**src/rtl/fir_pkg.sv**
```systemverilog
// Shared constants for the FIR datapath and its output quantizer.
package fir_pkg;

    // Raw FIR sample width and the accumulator width the filter produces.
    localparam int FIR_IN_WIDTH  = 16;
    localparam int FIR_OUT_WIDTH = 48;

    // Quantizer defaults: output sample width and number of LSBs dropped.
    localparam int Q_OUT_WIDTH   = 16;
    localparam int Q_SHIFT       = 30;

    // Nominal clocks between FIR output strobes.
    localparam int SAMPLE_PERIOD = 6;

    // Saturation counter width and the value it sticks at.
    localparam int              SAT_CNT_WIDTH = 16;
    localparam logic [15:0]     SAT_CNT_MAX   = 16'hFFFF;

    // Default depth of the quantizer output FIFO.
    localparam int Q_FIFO_DEPTH  = 4;

endpackage

```
**src/rtl/sync_fifo_fwft.sv**
```systemverilog
// First-word-fall-through synchronous FIFO.
// The head entry is presented combinationally on o_data whenever o_valid is
// high; o_data reads 0 while the FIFO is empty. Pointers carry one extra bit
// so that full and empty can be told apart when the indices match.
module sync_fifo_fwft #(
    parameter int WIDTH = 16,
    parameter int DEPTH = 4
) (
    input  logic             clk,
    input  logic             rst,
    input  logic             i_push,
    input  logic [WIDTH-1:0] i_data,
    input  logic             i_pop,
    output logic [WIDTH-1:0] o_data,
    output logic             o_valid,
    output logic             o_drop
);

    localparam int IDX_W = $clog2(DEPTH);
    localparam int PTR_W = IDX_W + 1;

    logic [PTR_W-1:0] r_wr_ptr;
    logic [PTR_W-1:0] r_rd_ptr;
    logic [WIDTH-1:0] r_mem [DEPTH];

    logic w_empty;
    logic w_full;
    logic w_pop;
    logic w_push;

    // Same pointer value means empty; same index with opposite wrap bit means full.
    assign w_empty = (r_wr_ptr == r_rd_ptr);
    assign w_full  = (r_wr_ptr[PTR_W-1] != r_rd_ptr[PTR_W-1]) &&
                     (r_wr_ptr[IDX_W-1:0] == r_rd_ptr[IDX_W-1:0]);

    // A pop on an empty FIFO is ignored, so push+pop while empty is a plain push.
    assign w_pop   = i_pop && !w_empty;

    // A pop in the same cycle frees the slot a push into a full FIFO needs.
    assign w_push  = i_push && (!w_full || w_pop);
    assign o_drop  = i_push && w_full && !w_pop;

    assign o_valid = !w_empty;
    assign o_data  = w_empty ? '0 : r_mem[r_rd_ptr[IDX_W-1:0]];

    // Pointer update; both wrap naturally modulo 2*DEPTH.
    always_ff @(posedge clk or posedge rst) begin
        if (rst) begin
            r_wr_ptr <= '0;
            r_rd_ptr <= '0;
        end else begin
            if (w_push) begin
                r_wr_ptr <= r_wr_ptr + PTR_W'(1);
            end
            if (w_pop) begin
                r_rd_ptr <= r_rd_ptr + PTR_W'(1);
            end
        end
    end

    // Storage write; contents need no reset because empty masks them.
    always_ff @(posedge clk) begin
        if (w_push) begin
            r_mem[r_wr_ptr[IDX_W-1:0]] <= i_data;
        end
    end

endmodule

```
**src/rtl/fir_out_quantizer.sv**
```systemverilog
// FIR output quantizer: rounds a wide two's-complement accumulator sample
// to OUT_WIDTH bits (round half toward +inf), saturates, counts saturations
// and buffers results in a small FWFT FIFO with a sticky overflow flag.
//
// Pipeline: input capture -> stage 1 (add half LSB) -> stage 2 (shift and
// clamp) -> FIFO write. A strobe captured on edge N is visible at the FIFO
// head after edge N+3 when the FIFO was empty. The pipeline never stalls.
//
// Output handshake: out/out_valid present the FIFO head; an entry is
// consumed on a rising edge where out_valid and out_ready are both high.
// out_valid never depends on out_ready, and out is stable until consumed.
module fir_out_quantizer
    import fir_pkg::*;
#(
    parameter int IN_WIDTH  = FIR_OUT_WIDTH,
    parameter int OUT_WIDTH = Q_OUT_WIDTH,
    parameter int SHIFT     = Q_SHIFT,
    parameter int DEPTH     = Q_FIFO_DEPTH
) (
    input  logic                     clk,
    input  logic                     RST,
    input  logic [IN_WIDTH-1:0]      in,
    input  logic                     in_valid,
    output logic [OUT_WIDTH-1:0]     out,
    output logic                     out_valid,
    input  logic                     out_ready,
    output logic [SAT_CNT_WIDTH-1:0] sat_cnt,
    output logic                     ovf
);

    // Half of one output LSB, in the widened stage-1 format.
    localparam logic [IN_WIDTH:0] RND_HALF = {{IN_WIDTH{1'b0}}, 1'b1} << (SHIFT - 1);
    localparam int                HI_W     = IN_WIDTH - OUT_WIDTH + 2;

    logic                        r_rst_sync;
    logic                        w_rst;

    logic [IN_WIDTH-1:0]         r_in;
    logic                        r_in_valid;

    logic [IN_WIDTH:0]           w_s1_sum;
    logic signed [IN_WIDTH:0]    r_s1_sum;
    logic                        r_s1_valid;

    logic signed [IN_WIDTH:0]    w_shift;
    logic [HI_W-1:0]             w_hi;
    logic                        w_fits;
    logic [OUT_WIDTH-1:0]        w_clamped;

    logic [OUT_WIDTH-1:0]        r_s2_data;
    logic                        r_s2_valid;
    logic                        r_s2_sat;

    logic                        w_drop;
    logic [SAT_CNT_WIDTH-1:0]    r_sat_cnt;
    logic                        r_ovf;

    // Reset assertion is immediate; release is retimed to the clock so that
    // every flop leaves reset on the same edge (first strobe taken on the
    // second edge after RST falls).
    always_ff @(posedge clk or posedge RST) begin
        if (RST) begin
            r_rst_sync <= 1'b1;
        end else begin
            r_rst_sync <= 1'b0;
        end
    end

    assign w_rst = r_rst_sync;

    // Input capture keeps the wide rounding adder off the upstream path.
    always_ff @(posedge clk or posedge w_rst) begin
        if (w_rst) begin
            r_in       <= '0;
            r_in_valid <= 1'b0;
        end else begin
            r_in       <= in;
            r_in_valid <= in_valid;
        end
    end

    // One extra sign bit so adding the half LSB to the most positive input
    // cannot wrap.
    assign w_s1_sum = {r_in[IN_WIDTH-1], r_in} + RND_HALF;

    // Stage 1: register the rounded (not yet shifted) sum.
    always_ff @(posedge clk or posedge w_rst) begin
        if (w_rst) begin
            r_s1_sum   <= '0;
            r_s1_valid <= 1'b0;
        end else begin
            r_s1_sum   <= w_s1_sum;
            r_s1_valid <= r_in_valid;
        end
    end

    // Arithmetic shift floors toward -inf, which together with the added
    // half LSB gives round-half-up.
    assign w_shift = r_s1_sum >>> SHIFT;

    // The value fits OUT_WIDTH bits exactly when every bit from the output
    // sign bit upward is a copy of that sign bit.
    assign w_hi      = w_shift[IN_WIDTH:OUT_WIDTH-1];
    assign w_fits    = (&w_hi) | ~(|w_hi);
    assign w_clamped = w_fits ? w_shift[OUT_WIDTH-1:0]
                              : {w_shift[IN_WIDTH], {(OUT_WIDTH-1){~w_shift[IN_WIDTH]}}};

    // Stage 2: register the clamped sample and whether clamping happened.
    always_ff @(posedge clk or posedge w_rst) begin
        if (w_rst) begin
            r_s2_data  <= '0;
            r_s2_valid <= 1'b0;
            r_s2_sat   <= 1'b0;
        end else begin
            r_s2_data  <= w_clamped;
            r_s2_valid <= r_s1_valid;
            r_s2_sat   <= r_s1_valid && !w_fits;
        end
    end

    sync_fifo_fwft #(
        .WIDTH (OUT_WIDTH),
        .DEPTH (DEPTH)
    ) u_fifo (
        .clk     (clk),
        .rst     (w_rst),
        .i_push  (r_s2_valid),
        .i_data  (r_s2_data),
        .i_pop   (out_ready),
        .o_data  (out),
        .o_valid (out_valid),
        .o_drop  (w_drop)
    );

    // Saturation counter: counts every clamped sample, dropped or not, and
    // sticks at its maximum.
    always_ff @(posedge clk or posedge w_rst) begin
        if (w_rst) begin
            r_sat_cnt <= '0;
        end else if (r_s2_valid && r_s2_sat && (r_sat_cnt != SAT_CNT_MAX)) begin
            r_sat_cnt <= r_sat_cnt + SAT_CNT_WIDTH'(1);
        end
    end

    // Overflow flag: sticky once any sample is lost to a full FIFO.
    always_ff @(posedge clk or posedge w_rst) begin
        if (w_rst) begin
            r_ovf <= 1'b0;
        end else if (w_drop) begin
            r_ovf <= 1'b1;
        end
    end

    assign sat_cnt = r_sat_cnt;
    assign ovf     = r_ovf;

endmodule

```
**config.mk**
```make
export PLATFORM = sky130hd
export DESIGN_NAME = fir_out_quantizer
export DESIGN_NICKNAME = d
export VERILOG_FILES = /design/src/rtl/fir_pkg.sv /design/src/rtl/sync_fifo_fwft.sv /design/src/rtl/fir_out_quantizer.sv
export SDC_FILE = /design/constraint.sdc
export NUM_CORES = 1
export LEC_CHECK = 0
export ABC_AREA = 1
export BUFFER_PORTS_ARGS = -buffer_cell sky130_fd_sc_hd__buf_4
export CAP_MARGIN = 10
export CELL_PAD_IN_SITES_DETAIL_PLACEMENT = 0
export CELL_PAD_IN_SITES_GLOBAL_PLACEMENT = 1
export CORE_ASPECT_RATIO = 0.75
export CORE_MARGIN = 5
export CORE_UTILIZATION = 50
export CTS_BUF_LIST = sky130_fd_sc_hd__clkbuf_4 sky130_fd_sc_hd__clkbuf_8
export DETAILED_ROUTE_END_ITERATION = 12
export PLACE_DENSITY_LB_ADDON = 0.1
export SYNTH_ARGS = -nofsm -noshare
export SYNTH_HDL_FRONTEND = slang
export SYNTH_SLANG_ARGS = --single-unit
```
**constraint.sdc**
```tcl
create_clock -name clk -period 7.45 [get_ports clk]
set_input_delay 1.1175 -clock clk [delete_from_list [all_inputs] [get_ports clk]]
set_output_delay 1.1175 -clock clk [all_outputs]
set_load 0.1 [all_outputs]
```
Word-level counts from Yosys, hierarchy flattened
Memories as Yosys holds them, arrays and structs flattened.
Index checks and enable logic that the tools add are counted.
{ "classes": {"add_sub_neg": 4, "multipliers": 0, "n_div": 0, "magnitude_cmp": 0, "n_eq_ne": 4, "n_shift": 0, "muxes": 4, "bitwise": 3, "n_reduce_logical": 15} }
{ "ops": {"columns": ["op", "count"], "rows": [
  ["$add A48 B31 Y49 const B", 1],
  ["$mux W16", 2],
  ["$add A16 B1 Y16 const B", 1],
  ["$ne A16 B16 Y1 const B", 1],
  ["$logic_and A1 B1 Y1", 8],
  ["$add A3 B1 Y3 const B", 2],
  ["$logic_not A1 Y1", 4],
  ["$reduce_and A4 Y1", 1],
  ["$reduce_or A4 Y1", 1],
  ["$eq A3 B3 Y1", 1],
  ["$eq A2 B2 Y1", 1],
  ["$mux W1", 2],
  ["$not A1 Y1", 2],
  ["$logic_or A1 B1 Y1", 1],
  ["$ne A1 B1 Y1", 1],
  ["$or A1 B1 Y1", 1]
]} }
{ "totals": {"reg_bits": 141, "latch_bits": 0, "ramBits": 64, "rom_bits": 0, "inputBits": 52, "word_cells": 43, "mem_count": 1} }
{ "memory_table": {"columns": ["name", "depth", "width", "rd", "rd_clocked_by_memory_dff", "wr", "line_no", "text"], "rows": [
  ["u_fifo.r_mem", 4, 16, 1, 0, 1, "sync_fifo_fwft.sv:24", "logic [WIDTH-1:0] r_mem [DEPTH];"]
]} }

Longest topological paths before layout
{ "depth": {"word_depth": 7, "ltp_mapped": 9, "mapped_depth_nobuf": 8} }

By module
From an unflattened synthesis, not the netlist that was laid out.
{ "hier_totals": {"cells_unflattened": 587, "area_unflattened_um2": 6084.6} }
{ "modules_own_cells": {"columns": ["mod", "instances", "cells_per_inst", "area_per_inst_um2", "seq_area_each_um2"], "rows": [
  ["fir_out_quantizer", 1, 336, 3141.8, 1903.1],
  ["sync_fifo_fwft", 1, 251, 2942.8, 2072.0]
]} }

Worst setup path after synthesis
No wires, ideal clock.
{ "synth_path": {"path_kind": "reg-to-output", "startpoint": "reg u_fifo.r_rd_ptr[1]", "endpoint": "out out[10]", "t_arrival_ps": 1971, "required_ps": 6332, "path_slack_ps": 4362, "path_stages_with_launch": 8, "path_cell_list": "dfrtp_1 -> buf_2 -> xor2_1 -> nor2_1 -> nand2_1 -> buf_2 -> nand2_1 -> inv_1"} }
{ "synth_between": {"elab_chain_len": 2} }
{ "synth_rtl": {"columns": ["item", "line_no", "text"], "rows": [
  ["start: declaration", "sync_fifo_fwft.sv:23", "logic [PTR_W-1:0] r_rd_ptr;"],
  ["start signal: assignment", "sync_fifo_fwft.sv:56", "r_rd_ptr <= r_rd_ptr + PTR_W'(1);"],
  ["$mem_v2 Z4 W16 or $eq A3 B3 Y1 (tied branches)", null, null],
  ["$mux W16 *", "sync_fifo_fwft.sv:44", "assign o_data = w_empty ? '0 : r_mem[r_rd_ptr[IDX_W-1:0]];"],
  ["end: declaration", "fir_out_quantizer.sv:24", "output logic [OUT_WIDTH-1:0] out,"]
]} }
Every way passes the cells marked *; elsewhere a longest branch is shown, timed or not.

Worst setup path in the final report
{ "layout_path": {"startpoint": "reg u_fifo.r_rd_ptr[0]", "endpoint": "out out[3]"} }
The elaborated chain is that of the path after synthesis.

==> impl_metrics.py <==
metrics = {
    "outcome": {
        "status": "complete, no violations",
    },
    "worst_setup_path": {
        "path_cells": "buf_4 > inv_1 > o21ai_0 > o21ai_1 > nand2_1 > inv_1 > buf_4",
        "worstPathArrival_ns": 2.61,
        "r2r_cells": 6,
        "r2r_slack_ns": 4.93,
        "cp_data_required_time_ns": 6.33,
        "start_kind": "register",
        "cp_max_fo": 36,
        "cpMaxStageDelayCell": "inv_1",
        "timing.rr.end": "u_fifo.r_mem[3][7]",
        "crit_start": "u_fifo.r_rd_ptr[0]",
        "slowest_delay_ns": 0.72,
        "critPathKind": "register to primary output",
        "endpoint": "out[3]",
        "reg2reg_from": "u_fifo.r_rd_ptr[1]",
        "critPathCaptureType": "primary output",
    },
    "clocking": {
        "ctsHoldBuffers": 0,
        "clk_pin_slew_worst_paths_ns": 0.09,
        "numClockSinks": 146,
        "cts_tree": "done",
        "htreeDepth": 4,
        "cts_buffers": 17,
        "post_cts_buffers": 0,
        "clkLatencyLatePin_ns": 0.43,
        "cts_resized": 0,
        "ctsLongestPathBuffers": 2,
        "clk_root_buffer_cell": "clkbuf_8",
    },
    "die": {
        "rows": 34,
        "dieArea_sq_um": 14500,
        "start_util": 0.518,
        "core_area_sq_um": 11700,
        "top_level_ports": 86,
        "fp.dieW_um": 137,
        "die_height_um": 105,
    },
    "power": {
        "peakVddDrop_v": 0.000328,
        "p_per_area_nw_per_um2": 436,
        "power_mw": 3.05,
        "p_leak_nw": 3.08,
    },
    "placed_design": {
        "gp_congestion": 0.839,
        "hpwlAfterDp_um": 7600,
        "port_buffers": 56,
        "preCtsSetupSlack_ns": 4.18,
    },
    "sta": {
        "fmax_mhz": 268,
        "rsz0062_at_grt": "no",
        "setup_ws_ns": 3.72,
        "min_period_ns": 3.73,
        "worst_pin_slew_ns": 1.02,
        "setup_viol": 0,
        "fin_skew_ns": 0.0166,
        "slew_headroom": 0.318,
        "slew_viol_final": 0,
        "tns_ns": 0,
        "fin_crit_sh": 0.500,
        "hold_viol_final": 0,
    },
    "job": {
        "maxCapViolCount": 0,
    },
    "synth": {
        "yosysWarningCount": 0,
        "netlist_area_sq_um": 6080,
        "syn_inst": 593,
        "ys_top_cells_by_count": "nand2_1 (162), nor2_1 (86), dfrtp_1 (81)",
        "ys_seq_elements": 146,
        "yosysMostFrequentCell": "nand2_1",
        "syn_nets": 652,
        "avgSynthCellArea_sq_um": 10.2,
        "seq_area_frac_synth": 0.654,
        "postSynth.asyncResetShare": 0.562,
        "yosys_most_used_dff": "dfrtp_1",
        "synth_top_area_frac": 0.334,
        "synth-edff-count": 64,
        "yosysTopAreaCell": "dfrtp_1",
        "ys_top_cells_by_area": "dfrtp_1 (33%), edfxtp_1 (32%), nand2_1 (10%), nor2_1 (5.3%), o21ai_0 (4.0%)",
        "ys_types": 29,
    },
    "hold_path": {
        "hold_path.class": "register to register",
    },
    "grt": {
        "grt_max_degree": 82,
        "grt_pass1_wl_um": 19100,
        "grt_pass1_vias": 3924,
        "overflow": 0,
        "antenna_found_initial": 0,
        "track_usage": 0.170,
    },
    "layout": {
        "finalNetCount": 711,
        "layout-drive-gt1-share": 0.162,
        "fill_cells": 1088,
        "area_delta_synth_final_pct": 15.2,
        "n_antenna_cell": 0,
    },
    "routing": {
        "via_per_inst": 4.76,
        "drt-pass1-iter-count": 4,
        "drt_iter0_drc": 201,
        "num_vias": 3938,
        "drc": 0,
        "wire_per_inst_um": 13.6,
        "wl_um": 11200,
        "drtAntennaViolNets": 0,
    },
}
==> flip-flops by register name, summed over array words and instances (netlist names) <==
name             count
r_s1_valid           1
r_s1_sum            19
u_fifo.r_rd_ptr      3
r_s2_sat             1
r_s2_data           16
r_in_valid           1
u_fifo.r_mem        64
sat_cnt             16
u_fifo.r_wr_ptr      3
r_rst_sync           1
r_s2_valid           1
ovf                  1
r_in                19
==> cell families (layout without fill, tap and decap cells) <==
| logic type | count (synthesis) | in the layout | synth area share |
|---|---|---|---|
| AND/OR/NAND/NOR | 289 | 289 | 0.198 |
| flip-flops | 146 | 146 | 0.654 |
| buffers and inverters | 66 | 138 | 0.0461 |
| AO/OA/AOI/OAI | 57 | 57 | 0.0474 |
| XOR/XNOR | 27 | 27 | 0.0389 |
| adder cells (fa/ha/maj) | 7 | 7 | 0.0144 |
| other | 1 | 1 | 0.000617 |
==> worst min-delay path by stage <==
stage / slack [ns] / endpoint / from / cells after the start
after floorplan: 0.33 / r_s1_valid / r_in_valid / 0
after CTS: 0.37 / r_s1_valid / r_in_valid / 0
after global routing: 0.38 / r_s1_valid / r_in_valid / 0
final: 0.37 / r_s1_valid / r_in_valid / 0
after detailed placement: 0.35 / r_s1_valid / r_in_valid / 0
after global placement: 0.33 / r_s1_valid / r_in_valid / 0
==> cell type report <==
class / instances / area, sq um / share of cell area
multi-input cells: 381 / 1830 / 0.262
clock buffers: 18 / 248 / 0.0354
clock inverters: 14 / 121 / 0.0173
flip-flops and latches: 146 / 3980 / 0.568
repair buffers: 59 / 443 / 0.0633
well taps: 162 / 203 / 0.0290
inverters: 47 / 178 / 0.0254
==> worst max-delay path: cells and delay by family (launching register included) <==
| kind | cells | cell delay [ns] |
|---|---|---|
| DFF | 1 | 0.37 |
| buffers and inverters | 4 | 1.33 |
| AOI/OAI and AO/OA | 2 | 0.36 |
| and+or+nand+nor | 1 | 0.09 |
==> metrics by stage <==
step	hold slack (ns)	util	cell area [sq um]	std cells
after global placement	0.334	0.565	6630	795
after floorplan	0.331	-	6080	593
after global routing	0.376	0.596	7000	827
after detailed placement	0.353	0.565	6630	795
after CTS	0.372	0.596	7000	827
final	0.366	0.596	7000	827
==> power breakdown <==
group          internal (mW)  switching [mW]  leakage, nW
clock network          0.248           0.309        0.172
registers              0.976          0.0656         1.58
logic                  0.287            1.17         1.33
==> cells in the final DEF, fill, tap and decap left out, types with 11 or more instances in the layout <==
| master | n |
|---|---|
| inv_1 | 44 |
| clkbuf_8 | 18 |
| nand3_1 | 18 |
| dfrtp_1 | 81 |
| o21ai_0 | 49 |
| xnor2_1 | 16 |
| buf_4 | 59 |
| nor2_1 | 82 |
| edfxtp_1 | 64 |
| nand2_1 | 162 |
| xor2_1 | 11 |
==> routing by layer <==
metal / vias to the layer above / GRT usage / wire length, um
li1: 2024 / - / -
met1: 1818 / 0.243 / 5550
met2: 88 / 0.255 / 5030
met3: 8 / 0.0457 / 556
met4: 0 / 0.0527 / 109
met5: - / 0 / 0
(Power assumes the default switching activity.)
